===== src/rtl/saladin_pkg.sv =====
// Shared types for the PLM scheduler return path: grant tags and kernel/consumer sizing helpers.
package saladin_pkg;

  localparam int CID_MAX_W = 8;
  localparam int CNT_W     = 16;

  // Consumer field is sized for the largest supported consumer count; unused MSBs stay zero.
  typedef struct packed {
    logic                 valid;
    logic                 wr;
    logic [CID_MAX_W-1:0] consumer;
  } grant_tag_t;

  function automatic int cid_width(input int nconsumers);
    return (nconsumers > 1) ? $clog2(nconsumers) : 1;
  endfunction

  function automatic int kernel_id(input int bank, input int port, input int nports);
    return bank * nports + port;
  endfunction

endpackage


===== src/rtl/rr_response_router_grant_delay_line.sv =====
// Per-kernel grant tag delay line; its last stage lines up with the PLM read data.
module grant_delay_line
  import saladin_pkg::*;
#(
  parameter int DEPTH = 1
) (
  input  logic       clk,
  input  logic       reset,
  input  grant_tag_t tag_in,
  output grant_tag_t tag_out
);

  grant_tag_t [DEPTH-1:0] tag_pipe;

  always_ff @(posedge clk or negedge reset) begin
    if (!reset) begin
      tag_pipe <= '0;
    end else begin
      tag_pipe[0] <= tag_in;
      for (int i = 1; i < DEPTH; i++) tag_pipe[i] <= tag_pipe[i-1];
    end
  end

  assign tag_out = tag_pipe[DEPTH-1];

endmodule


===== src/rtl/rr_response_router.sv =====
// Return path of the round-robin PLM scheduler: routes each kernel's retiring read data / write ack
// to the consumer that was granted on it, flagging and counting same-consumer collisions.
module rr_response_router
  import saladin_pkg::*;
#(
  parameter  int VALUE_WIDTH = 8,
  parameter  int NCONSUMERS  = 2,
  parameter  int NBANKS      = 1,
  parameter  int NPORTS      = 1,
  parameter  int PLM_LATENCY = 1,
  localparam int NKERNELS    = NBANKS * NPORTS,
  localparam int CID_W       = cid_width(NCONSUMERS)
) (
  input  logic                                  clk,
  input  logic                                  reset,
  input  logic [NKERNELS-1:0]                   grant_valid,
  input  logic [NKERNELS-1:0]                   grant_wr,
  input  logic [NKERNELS-1:0][CID_W-1:0]        grant_consumer,
  input  logic [NKERNELS-1:0][VALUE_WIDTH-1:0]  plm_outputs,
  output logic [NCONSUMERS-1:0][VALUE_WIDTH-1:0] responses,
  output logic [NCONSUMERS-1:0]                 resp_valid,
  output logic [NCONSUMERS-1:0]                 wr_ack,
  output logic                                  collision_err,
  output logic [CNT_W-1:0]                      collision_count
);

  localparam logic [CNT_W:0] ONE = 1;

  grant_tag_t [NKERNELS-1:0] retire;

  for (genvar b = 0; b < NBANKS; b++) begin : g_bank
    for (genvar p = 0; p < NPORTS; p++) begin : g_port
      localparam int K = kernel_id(b, p, NPORTS);
      grant_tag_t tag_in;

      assign tag_in = '{valid: grant_valid[K], wr: grant_wr[K],
                        consumer: CID_MAX_W'(grant_consumer[K])};

      grant_delay_line #(.DEPTH(PLM_LATENCY)) u_dl (
        .clk    (clk),
        .reset  (reset),
        .tag_in (tag_in),
        .tag_out(retire[K])
      );
    end
  end

  logic [NCONSUMERS-1:0]                  hit;
  logic [NCONSUMERS-1:0]                  hit_wr;
  logic [NCONSUMERS-1:0][VALUE_WIDTH-1:0] hit_data;
  logic [CNT_W:0]                         drops;
  logic [CNT_W:0]                         cnt_sum;
  logic [CNT_W-1:0]                       cnt_next;

  // Ascending kernel scan: the first claim on a consumer wins, every later one is dropped.
  always_comb begin
    hit      = '0;
    hit_wr   = '0;
    hit_data = '0;
    drops    = '0;
    for (int k = 0; k < NKERNELS; k++) begin
      if (retire[k].valid) begin
        if (retire[k].consumer >= CID_MAX_W'(NCONSUMERS)) drops = drops + ONE;
        for (int c = 0; c < NCONSUMERS; c++) begin
          if (retire[k].consumer == CID_MAX_W'(c)) begin
            if (hit[c]) begin
              drops = drops + ONE;
            end else begin
              hit[c]      = 1'b1;
              hit_wr[c]   = retire[k].wr;
              hit_data[c] = plm_outputs[k];
            end
          end
        end
      end
    end
  end

  assign cnt_sum  = {1'b0, collision_count} + drops;
  assign cnt_next = cnt_sum[CNT_W] ? '1 : cnt_sum[CNT_W-1:0];

  always_ff @(posedge clk or negedge reset) begin
    if (!reset) begin
      responses       <= '0;
      resp_valid      <= '0;
      wr_ack          <= '0;
      collision_err   <= 1'b0;
      collision_count <= '0;
    end else begin
      resp_valid      <= hit & ~hit_wr;
      wr_ack          <= hit & hit_wr;
      collision_count <= cnt_next;
      if (drops != '0) collision_err <= 1'b1;
      for (int c = 0; c < NCONSUMERS; c++)
        if (hit[c] && !hit_wr[c]) responses[c] <= hit_data[c];
    end
  end

endmodule

===== config.mk =====
export PLATFORM = sky130hd
export DESIGN_NAME = rr_response_router
export DESIGN_NICKNAME = d
export VERILOG_FILES = /design/src/rtl/saladin_pkg.sv /design/src/rtl/rr_response_router_grant_delay_line.sv /design/src/rtl/rr_response_router.sv
export SDC_FILE = /design/constraint.sdc
export NUM_CORES = 1
export LEC_CHECK = 0
export CORE_ASPECT_RATIO = 1.25
export CORE_MARGIN = 4
export CORE_UTILIZATION = 52
export DETAILED_ROUTE_END_ITERATION = 8
export PLACE_DENSITY = 0.85
export SLEW_MARGIN = 20
export SYNTH_ARGS = -nofsm -noshare
export SYNTH_HDL_FRONTEND = slang
export SYNTH_HIERARCHICAL = 1
export SYNTH_SLANG_ARGS = --single-unit

===== constraint.sdc =====
create_clock -name clk -period 4.4 [get_ports clk]
set_input_delay 0.88 -clock clk [delete_from_list [all_inputs] [get_ports clk]]
set_output_delay 0.88 -clock clk [all_outputs]
set_load 0.005 [all_outputs]

; ---- Yosys cells after proc, flatten, opt, wreduce, memory -nomap -nowiden
; Cells that the tools add are included.
[word_totals]
register_bits = 40
input_bits = 13
output_inout_bits = 37
elab_cells = 32
[op_classes]
add_sub_neg = 1
order_cmp = 1
muxes = 12
bitwise = 3
reduce_logical = 6
[ops]
columns = op, count
row1 = $mux 16, 2
row2 = $add 16x17->17, 1
row3 = $reduce_bool 17->1, 1
row4 = $mux 8, 2
row5 = $logic_not 8->1, 1
row6 = $mux 1, 6
row7 = $and 2x2->2, 2
row8 = $mux 2, 2
row9 = $ge 1x2->1 const B, 1
row10 = $logic_and 1x1->1, 2
row11 = $logic_not 1->1, 2
row12 = $not 2->2, 1

; ---- Depth between registers and ports, before layout
[logic_depth]
word_depth = 5
depth_mapped = 8
depth_no_buf = 7

; ---- Modules after synthesis
; Netlist, hierarchy kept.
[modules_own_cells]
columns = module, instances, cells_per_inst, area_per_inst_um2, seq_area_each_um2
row1 = rr_response_router, 1, 126, 1595.3, 925.9
row2 = grant_delay_line, 1, 10, 250.2, 250.2

; ---- Worst setup path before layout
; Ideal clock, no wire load.
[synth_path]
path_kind = reg2reg
start = register, netlist name g_bank[0].g_port[0].u_dl/tag_out[7]
end = register collision_count[15]
setup_ns = 0.120
arrival_time_ns = 1.855
t_required_ns = 4.280
path_slack_ns = 2.424
stages_incl_launch_ff = 8
n_path_buf = 1
period_less_slack_ns = 1.976
path_cell_list = dfrtp_1 > nor4_2 > a21boi_0 > ha_1 > and4_1 > clkbuf_1 > and3_1 > a31o_2
[synth_lines]
columns = element, line
row1 = "end signal, assigned", rr_response_router.sv:92  ; collision_count <= cnt_next;
row2 = "end, declared", rr_response_router.sv:24  ; output logic [CNT_W-1:0] collision_count

==> flow_summary_export.csv <==
group,metric,value,unit
clocking,clk_latency,0.30,ns
synth,yosys-top-cells-area,"dfrtp_1 64%, mux2_4 6.5%, mux2_2 6.1%",
sta,relSlewSlack,0.5666,
synth,synth_top_cell_by_area,"dfrtp_1",
place,io_buffers,49,
sta,hold_violations,0,
finish,fillers,212,
min_path,holdPathStages,1,
finish,final_nets,210,
power,pwr-share-clk,0.263,
die,die_h,74.61,um
route,vias,1222,
sta,period_minus_slack,2.269,ns
sta,tns,0,ns
status,status,"complete, no violations",
synth,synthArstFlopShare,1.000,
route,drt-total-wl,3685,um
worst_setup_path,reg2regPathDepth,7,
clocking,tritoncts,"built",
route,vias_per_cell,5.245,
finish,seq_area,1176,um2
min_path,hp-start,"responses[6]",
die,ios,50,
route,drt_first_pass_iters,4,
die,core_area,3309,um2
worst_setup_path,r2r-end,"collision_count[13]",
die,die_w,61.29,um
die,die_area,4572,um2
clocking,cts_resized,0,
global_route,grt_pass1_vias,1284,
sta,fin_skew,0.01222,ns
synth,synth_area_per_cell,13.57,um2
power,p_sw_frac,0.2747,
synth,synth_edf_count,0,
finish,layout_commonest_cell,"clkdlybuf4s50_1",
finish,layout_common_cells,"48 x clkdlybuf4s50_1, 47 x dfrtp_1, 16 x nand2_1",
synth,syn-cell-area,1846,um2
min_path,hold_end,"responses[6]",
die,initial_core_util,0.5577,
worst_setup_path,reg2reg_from,"g_bank[0].g_port[0].u_dl/tag_out[4]",
clocking,clk_path_buf_depth,2,
global_route,overflow,0,
clocking,cts_root_buffer,"clkbuf_8",
power,pwr-share-seq,0.551,
place,globalplace.congestion,0.7624,
sta,worstMarginPinSlew,0.6466,ns
worst_setup_path,worstSetupPathType,"flip-flop to flip-flop",
worst_setup_path,path_max_fanout,11,
power,p_comb_frac,0.186,
finish,area_growth,33.97,%
clocking,clkTransAtPathRegs,0.09,ns
finish,multi_input_area,665.6,um2
place,place_hpwl,2609,um
synth,ys.warnings.count,6,
route,ant_nets,0,
finish,layout-drive-gt1-share,0.1735,
place,dpl-instance-area,2381,um2
min_path,hp-class,"flip-flop to flip-flop",
sta,slew_viol_final,0,
route,drc,0,
synth,ys.flop_type,"dfrtp_1",
sta,grt_setup_unrepaired,"no",
sta,fmaxAchievable,0.4408,GHz
synth,ys_seq_elements,47,
global_route,grt_first_pass_wirelength,6072,um
run,cap_violations,0,
sta,period_share,0.5156,
clocking,cts_made_buffers,5,
synth,yosysUniqueCellTypes,33,
worst_setup_path,rrSetupSlack,2.13,ns
power,power.switching,263.0,uW
route,routedWlPerCell,15.82,um
worst_setup_path,startpoint_type,"flip-flop",
global_route,antenna_found_initial,0,
power,power_density,387.2,nW/um2
finish,diodes,0,
power,vdd_drop_max,0.3296,mV
power,cellLeakagePower,1.138,nW
clocking,htreeDepth,2,
synth,seq_area_frac_synth,0.6373,
worst_setup_path,end_kind,"flip-flop",
die,placementRows,23,
route,dr.first_iter.drc_count,55,
worst_setup_path,crit_arrival,2.48,ns
global_route,grt_use_total,0.1842,
synth,synth_top_area_share,0.6373,
global_route,grt_max_degree,48,
clocking,post_cts.repair.setup_buffers,0,
sta,setup_viol,0,
finish,design_area,2472,um2
synth,syn_inst,136,
clocking,cts.sinks,47,
clocking,cts_hold_buffers,0,
worst_setup_path,required,4.61,ns
power,p_int,694.3,uW
-- cells in the mapped netlist (2+ instances only) --
cell type  number
xnor2_1         4
nand3_1         5
and3_1          4
inv_1           2
mux2_4          8
o21ai_0         3
nor3_1          4
nand4_1         2
dfrtp_1        47
ha_1            2
nand2_1        16
a31oi_1         2
a31o_2          2
nor3b_1         2
mux2_2         10
clkbuf_1        2
nor2_1          3
xor2_1          3
-- worst max path at each step --
stage                                              startpoint             endpoint
final                     g_bank[0].g_port[0].u_dl/tag_out[4]  collision_count[13]
after global routing      g_bank[0].g_port[0].u_dl/tag_out[4]  collision_count[13]
after CTS                                  collision_count[1]   collision_count[1]
after detailed placement  g_bank[0].g_port[0].u_dl/tag_out[5]  collision_count[13]
after global placement    g_bank[0].g_port[0].u_dl/tag_out[7]  collision_count[15]
after floorplan           g_bank[0].g_port[0].u_dl/tag_out[7]  collision_count[15]
-- stage by stage --
step                      hold WS [ns]  power, mW  worst slack, ns  instances  utilization
after global routing            0.5359      1.006            1.911        233       0.7471
after global placement          0.4718     0.7015            2.389        225       0.7195
after CTS                       0.5193     0.9676            2.155        233       0.7463
after detailed placement        0.4881     0.7113            2.222        225       0.7195
final                           0.5132     0.9573            2.131        233       0.7471
after floorplan                 0.4650     0.5955            2.424        142            -
-- flip-flops by register name (all words and copies together), names as in the netlist --
name and flops:
responses 16, resp_valid 2, collision_err 1, wr_ack 2
collision_count 16, g_bank.g_port.u_dl/tag_out 10
-- cell families (layout without fill, tap and decap cells) --
| logic type | count (synthesis) | in the layout | share of synthesized area |
|---|---|---|---|
| adders and majority gates | 2 | 2 | 0.01356 |
| and+or+nand+nor | 45 | 45 | 0.1322 |
| xor gates and xnor gates | 7 | 7 | 0.03322 |
| DFF | 47 | 47 | 0.6373 |
| buffers and inverters | 5 | 59 | 0.01424 |
| muxes | 18 | 18 | 0.1261 |
| other | 1 | 7 | 0.002032 |
| AOI/OAI and AO/OA | 11 | 11 | 0.04135 |
-- final cells by class --
type	instances	area share
clock buffer	5	0.02783
clock inverter	3	0.008097
inverter	2	0.003036
multi-input combinational	90	0.2692
sequential	47	0.4757
tap	37	0.01872
timing repair buffer	49	0.1974
-- worst max-delay path: stages, from the launching register on --
cell and delay (ns):
dfrtp_1 0.33, nor3_1 0.06, a21boi_0 0.31, ha_1 0.29, nand2_1 0.07, nor4_1 0.45
nand3_1 0.45, o21ai_0 0.23
-- power by group through the flow --
stage / Combinational [mW] / Sequential (mW) / Clock (mW)
final: 0.178 / 0.528 / 0.251
after global placement: 0.171 / 0.531 / 0
after detailed placement: 0.176 / 0.535 / 0
after global routing: 0.195 / 0.535 / 0.276
after floorplan: 0.0688 / 0.527 / 0
after CTS: 0.181 / 0.527 / 0.259
-- layer usage --
metal / share of wire / vias to the layer above / track usage
met2: 0.55 / 34 / 0.3282
met4: 0.011 / 0 / 0.05060
met5: 0 / - / 0
met1: 0.39 / 600 / 0.2100
met3: 0.050 / 4 / 0.05556
li1: - / 584 / -
Power figures use the tool's default switching activity.
